<file path="src/rtl/shift_add_mult_ctrl.sv">
`default_nettype none
// ============================================================================
// Module      : shift_add_mult_ctrl
// Description : Sequential unsigned shift-and-add multiplier with a
//               three-state control FSM (IDLE -> RUN -> DONE -> IDLE).
//               One partial product is folded in per RUN cycle, so a
//               WIDTH x WIDTH multiply takes WIDTH RUN cycles.
// Ports       : clk      - clock, all state changes on the rising edge
//               reset_L  - synchronous active-low reset
//               start    - begin a multiply (sampled only in IDLE)
//               A, B     - unsigned multiplicand / multiplier, captured on
//                          the accepting edge only
//               ready    - FSM in IDLE
//               busy     - FSM in RUN
//               done     - one-cycle completion pulse (FSM in DONE)
//               product  - registered result of the last completed multiply
// Revision    : 1.0 - initial release
// ============================================================================
module shift_add_mult_ctrl #(
    parameter int WIDTH = 4
) (
    input  logic                 clk,
    input  logic                 reset_L,
    input  logic                 start,
    input  logic [WIDTH-1:0]     A,
    input  logic [WIDTH-1:0]     B,
    output logic                 ready,
    output logic                 busy,
    output logic                 done,
    output logic [2*WIDTH-1:0]   product
);

    // Counter must hold the value WIDTH itself.
    localparam int c_CNT_W = $clog2(WIDTH + 1);

    typedef enum logic [1:0] {
        ST_IDLE = 2'd0,
        ST_RUN  = 2'd1,
        ST_DONE = 2'd2
    } state_t;

    state_t                 state_q,   state_d;
    logic [WIDTH-1:0]       mcand_q,   mcand_d;
    logic [WIDTH-1:0]       mplier_q,  mplier_d;
    logic [WIDTH:0]         acc_q,     acc_d;      // {carry, upper half}
    logic [c_CNT_W-1:0]     cnt_q,     cnt_d;
    logic [2*WIDTH-1:0]     product_q, product_d;

    logic [WIDTH:0]         w_sum;
    logic [2*WIDTH:0]       w_shifted;

    always_comb begin
        state_d   = state_q;
        mcand_d   = mcand_q;
        mplier_d  = mplier_q;
        acc_d     = acc_q;
        cnt_d     = cnt_q;
        product_d = product_q;

        // The carry bit of acc_q is always zero here (the previous shift
        // moved a zero into it), so adding the full WIDTH+1-bit accumulator
        // is the same as adding the upper half and producing a carry-out.
        w_sum     = acc_q + (mplier_q[0] ? {1'b0, mcand_q} : '0);
        // {carry, upper half, multiplier} shifted right as one register.
        w_shifted = {w_sum, mplier_q} >> 1;

        unique case (state_q)
            ST_IDLE: begin
                if (start) begin
                    mcand_d  = A;
                    mplier_d = B;
                    acc_d    = '0;
                    cnt_d    = c_CNT_W'(WIDTH);
                    state_d  = ST_RUN;
                end
            end
            ST_RUN: begin
                acc_d    = w_shifted[2*WIDTH:WIDTH];
                mplier_d = w_shifted[WIDTH-1:0];
                if (cnt_q != '0) begin
                    cnt_d = cnt_q - c_CNT_W'(1);
                end
                // Last step: the shifted register now holds the full result.
                if (cnt_q <= c_CNT_W'(1)) begin
                    product_d = w_shifted[2*WIDTH-1:0];
                    state_d   = ST_DONE;
                end
            end
            ST_DONE: begin
                state_d = ST_IDLE;
            end
            default: begin
                state_d = ST_IDLE;
            end
        endcase
    end

    always_ff @(posedge clk) begin
        if (!reset_L) begin
            state_q   <= ST_IDLE;
            mcand_q   <= '0;
            mplier_q  <= '0;
            acc_q     <= '0;
            cnt_q     <= '0;
            product_q <= '0;
        end else begin
            state_q   <= state_d;
            mcand_q   <= mcand_d;
            mplier_q  <= mplier_d;
            acc_q     <= acc_d;
            cnt_q     <= cnt_d;
            product_q <= product_d;
        end
    end

    assign ready   = (state_q == ST_IDLE);
    assign busy    = (state_q == ST_RUN);
    assign done    = (state_q == ST_DONE);
    assign product = product_q;

endmodule
`default_nettype wire

</file>
<file path="config.mk">
export PLATFORM = sky130hd
export DESIGN_NAME = shift_add_mult_ctrl
export DESIGN_NICKNAME = d
export VERILOG_FILES = /design/src/rtl/shift_add_mult_ctrl.sv
export SDC_FILE = /design/constraint.sdc
export NUM_CORES = 1
export LEC_CHECK = 0
export CORE_UTILIZATION = 40
export CTS_CLUSTER_SIZE = 16
export DETAILED_ROUTE_END_ITERATION = 16
export GPL_TIMING_DRIVEN = 0
export SYNTH_ARGS = -nofsm -noshare
export SYNTH_HDL_FRONTEND = slang
export SYNTH_SLANG_ARGS = --single-unit
</file>
<file path="constraint.sdc">
create_clock -name clk -period 2.4 [get_ports clk]
set_input_delay 0.48 -clock clk [delete_from_list [all_inputs] [get_ports clk]]
set_output_delay 0.48 -clock clk [all_outputs]
set_load 0.005 [all_outputs]
</file>
== Word-level counts from Yosys, hierarchy flattened ==
Cells that the tools add are included.

* $add $sub $neg: 2
* Magnitude comparators: 1
* Equality and inequality tests: 5
* Multiplexer cells: 11
* Reduce and logical (&&, ||, !) cells: 8

{| class="wikitable"
|+ Operators with widths
! kind !! count
|-
| case mux 5 bit (2 select lines) || 1
|-
| two-way mux 4 bit || 2
|-
| case mux 4 bit (2 select lines) || 1
|-
| AND reduction 2 bit || 4
|-
| two-way mux 3 bit || 2
|-
| case mux 3 bit (2 select lines) || 1
|-
| adder 5 x 4 -> 5 bit || 1
|-
| two-way mux 5 bit || 1
|-
| two-way mux 2 bit || 2
|-
| inequality test 2 x 1 -> 1 bit, second input constant || 2
|-
| case mux 2 bit (2 select lines) || 1
|-
| <= comparator 3 x 1 -> 1 bit, second input constant || 1
|-
| AND reduction 3 bit || 1
|-
| nonzero test 3 bit || 1
|-
| subtractor 3 x 1 -> 3 bit, second input constant || 1
|-
| == test 2 x 1 -> 1 bit, second input constant || 1
|-
| == test 2 bit, second input constant || 1
|-
| zero test 2 bit || 1
|-
| inequality test 2 bit, second input constant || 1
|-
| nonzero test 2 bit || 1
|}

* Register bits: 26
* Output and inout port bits: 11
* Word-level logic and storage cells: 33

== Logic depth before layout (Yosys ltp) ==
* Word-level depth: 3
* Gate-level depth with buffers: 7
* Mapped depth without buffers: 7

== Least setup slack after synthesis ==
OpenSTA, ideal clock, no wires.

* Path type: register to register
* From: register mplier_q[0]
* To: register acc_q[3]
* Arrival: 1.548 ns
* Setup slack: 0.725 ns
* Cell stages (with the launch flop): 8
* Buffers on the path: 0
* Period minus slack after synthesis: 1.675 ns
* Path through: dfxtp_1 and2_1 ha_1 fa_1 a21o_1 a21oi_1 o21a_1 nor2_1

* Longest elaborated chain between the ends: 3

{| class="wikitable"
|+ Ends and longest elaborated chain
! what !! line !! text
|-
| start, declared || 44 || <nowiki>logic [WIDTH-1:0] mplier_q, mplier_d;</nowiki>
|-
| start signal, assigned || 109 || <nowiki>mplier_q <= mplier_d;</nowiki>
|-
| two-way mux 4 bit || 63 || <nowiki>w_sum = acc_q + (mplier_q[0] ? {1'b0, mcand_q} : '0);</nowiki>
|-
| adder 5 x 4 -> 5 bit || 63 ||
|-
| case mux 5 bit (2 select lines) || 67 || <nowiki>unique case (state_q)</nowiki>
|-
| end signal, assigned || 103 || <nowiki>acc_q <= '0;</nowiki>
|-
| end signal, assigned || 110 || <nowiki>acc_q <= acc_d;</nowiki>
|-
| end, declared || 45 || <nowiki>logic [WIDTH:0] acc_q, acc_d;</nowiki>
|}

No other way between the ends.
A chain may end at the register's enable or synchronous reset.

== Worst setup path after layout ==
* From: register state_q[1]
* To: output port busy

* Longest elaborated chain between the ends: 1

{| class="wikitable"
|+ Ends and longest elaborated chain
! what !! line !! text
|-
| start, declared || 42 || <nowiki>state_t state_q, state_d;</nowiki>
|-
| start signal, assigned || 107 || <nowiki>state_q <= state_d;</nowiki>
|-
| == test 2 x 1 -> 1 bit || 117 || <nowiki>assign busy = (state_q == ST_RUN);</nowiki>
|-
| end, declared || 28 || <nowiki>output logic busy,</nowiki>
|}

No other way between the ends.

==> results.cfg <==
[outcome]
status = finished with violations
violations = DRC

[routing]
drt_iter0_markers = 15
wl_per_cell_um = 13.7
wl_mm = 2.57
drc = 4
vias = 989
vias_per_cell = 5.29
dr.pass1.iters = 10
ant_nets = 0

[placed_design]
io_buffers = 21
post-dp-hpwl_mm = 1.90
globalplace.congestion = 0.723

[clock_network]
cts_setup_buffers = 0
htreeDepth = 1
clkLatencyLatePin_ps = 330
ctsHoldBuffers = 0
cts.sink_count = 25
cts_tree = yes
clk_pin_slew_worst_paths_ps = 130
cts_root_buf = clkbuf_4
ctsResizeCount = 0
clockBufferDepth = 2
cts_made_buffers = 3

[synthesis]
syn_area_um2 = 1200
yosysWarningCount = 0
synthTopCellsByArea = dfxtp_1, ha_1, nand2_1
synth_cell_types = 36
synthTopCellsByCount = dfxtp_1, nand2_1, nor2_1
syn_nets = 150
syn_avg_cell_area_um2 = 9.14
yosys.area.top_type_share_pct = 41.8
post-synth-top-area-cell = dfxtp_1
synthFlopType = dfxtp_1
synthArstFlopShare_pct = 0
ys_seq_area_share_pct = 41.8
synth_edf_count = 0
synthCells = 131
synth.most_common_cell = dfxtp_1
ys_ff_latch = 25

[setup_path]
slowest_stage = clkdlybuf4s50_1
path_buf_inv = 3
critPathLaunchType = register
critPathKind = register to output port
r2r_slack_ps = 590
worst_setup_path_end_kind = output port
cp_slowest_stage_delay_ps = 490
crit_fanout = 8
reg2reg_depth = 7
reg2reg_from = mplier_q[0]$_SDFFE_PN0P_
arrival_ps = 1580
worstPathRequired_ps = 1920
r2r-end = acc_q[3]$_SDFFE_PN0P_
cp_cell_sequence = nand2b_1 > buf_6 > inv_6 > clkdlybuf4s50_1
crit_family = buffers and inverters

[sta]
grt_setup_unrepaired = false
slew_viol_final = 0
period_share_pct = 85.7
tns_ps = 0
timing.fmax_mhz = 486
slew_headroom_pct = 58.9
skew_ps = 14.2
worst_pin_slew_ps = 614
period_minus_slack_ps = 2060
setup_viol = 0
hold_viol = 0

[die]
die_x_um = 56.7
fp.coreArea_um2 = 2810
die_h_um = 56.7
num_rows = 19
start_util_pct = 42.7
num_io_pins = 22
dieArea_um2 = 3220

[pwr]
power_density_nw_per_um2 = 559
p_leak_nw = 0.571
power.total_w = 0.000823
vdd_drop_max_v = 0.000411

[layout]
fin_nets = 176
nFillCells = 276
antennaDiodeCount = 0
drive_gt1_share_pct = 10.9
area_delta_synth_final_pct = 23.0

[global_route]
grt_max_degree = 14
grt_pass1_wl_mm = 4.49
grt_overflow = 0
grt_use_total_pct = 18.3
grt_pass1_vias = 1035
antenna_found_initial = 0

[worst_hold_path]
holdPathStages = 2
min_to = mcand_q[0]$_SDFFE_PN0P_
holdCritPathClass = register to register
worstHoldStart = mcand_q[0]$_SDFFE_PN0P_

[run]
drv_cap = 0
[worst register-to-register path: stages (launching register included)]
cell and delay (ps):
dfxtp_1 360, and2_1 170, ha_1 210, fa_1 410, a21o_1 170, a21oi_1 220
o21a_1 140, nor2_1 30
[stage by stage]
| step | hold slack (ps) | setup slack [ps] | util [%] | cell area [um^2] | cells |
|---|---|---|---|---|---|
| floorplan | 432 | 725 | - | 1200 | 131 |
| global placement | 440 | 389 | 51.6 | 1450 | 183 |
| detailed placement | 451 | 371 | 51.6 | 1450 | 183 |
| CTS | 470 | 325 | 52.5 | 1470 | 187 |
| global route | 487 | 264 | 52.5 | 1470 | 187 |
| finish | 467 | 343 | 52.5 | 1470 | 187 |
[final cells by class]
class / instances / area, um^2 / share of cell area [%]
Timing Repair Buffer: 21 / 210 / 14.3
Sequential cell: 25 / 500 / 34.0
Inverter: 5 / 23.8 / 1.61
Tap cell: 31 / 38.8 / 2.63
Buffer: 6 / 48.8 / 3.31
Multi-Input combinational cell: 95 / 624 / 42.4
Clock buffer: 4 / 26.3 / 1.78
[kinds of logic (layout without fill, tap and decap cells)]
family | after synthesis | after routing | synth area share [%]
xor gates and xnor gates | 1 | 1 | 0.732
AOI/OAI and AO/OA | 28 | 28 | 17.0
muxes | 5 | 5 | 4.18
adders and majority gates | 8 | 8 | 8.99
and+or+nand+nor | 53 | 53 | 21.2
DFF | 25 | 25 | 41.8
buffers and inverters | 11 | 36 | 6.06
[sequential cells by signal, indices dropped and copies added (netlist names)]
register  count
acc_q         4
cnt_q         3
mcand_q       4
mplier_q      4
product       8
state_q       2
[worst max path at each step]
stage	cells after the start	slack [ps]	end	start
floorplan	7	720	acc_q[3]$_SDFFE_PN0P_	mplier_q[0]$_SDFFE_PN0P_
global placement	6	390	acc_q[3]$_SDFFE_PN0P_	start
detailed placement	4	370	cnt_q[2]$_SDFFE_PN0P_	start
CTS	4	320	busy	state_q[1]$_SDFFE_PN0P_
global route	4	260	busy	state_q[1]$_SDFFE_PN0P_
finish	4	340	busy	state_q[1]$_SDFFE_PN0P_
[layout by cell type (no fill, tap or decap), types with 2 or more instances in the layout]
cell type,netlist,layout
nand2b_1,2,2
clkbuf_1,2,3
mux2i_1,5,5
a311oi_1,4,4
inv_1,4,4
a211oi_2,2,2
and2_1,5,5
dfxtp_1,25,25
clkbuf_4,0,3
o21a_1,2,2
ha_1,7,7
nand2_1,19,19
nand3_1,3,3
a21oi_1,10,10
o21bai_1,2,2
buf_2,2,2
clkdlybuf4s50_1,0,21
nor2_2,2,2
nor2_1,16,16
[per-layer routing]
metal | global-route usage, % | share of wire [%] | vias to the layer above
li1 | - | - | 497
met1 | 21.4 | 46 | 473
met2 | 32.8 | 50 | 14
met3 | 4.15 | 2.9 | 5
met4 | 6.07 | 1.1 | 0
met5 | 0 | 0 | -
[power by group]
| part | switching (W) | total, W | internal [W] |
|---|---|---|---|
| Sequential | 0.0000186 | 0.000459 | 0.000440 |
| Combinational | 0.0000845 | 0.000170 | 0.0000856 |
| Clock | 0.000129 | 0.000194 | 0.0000652 |
| Total | 0.000232 | 0.000823 | 0.000591 |
Note: power is estimated with default switching activity, not from simulation.
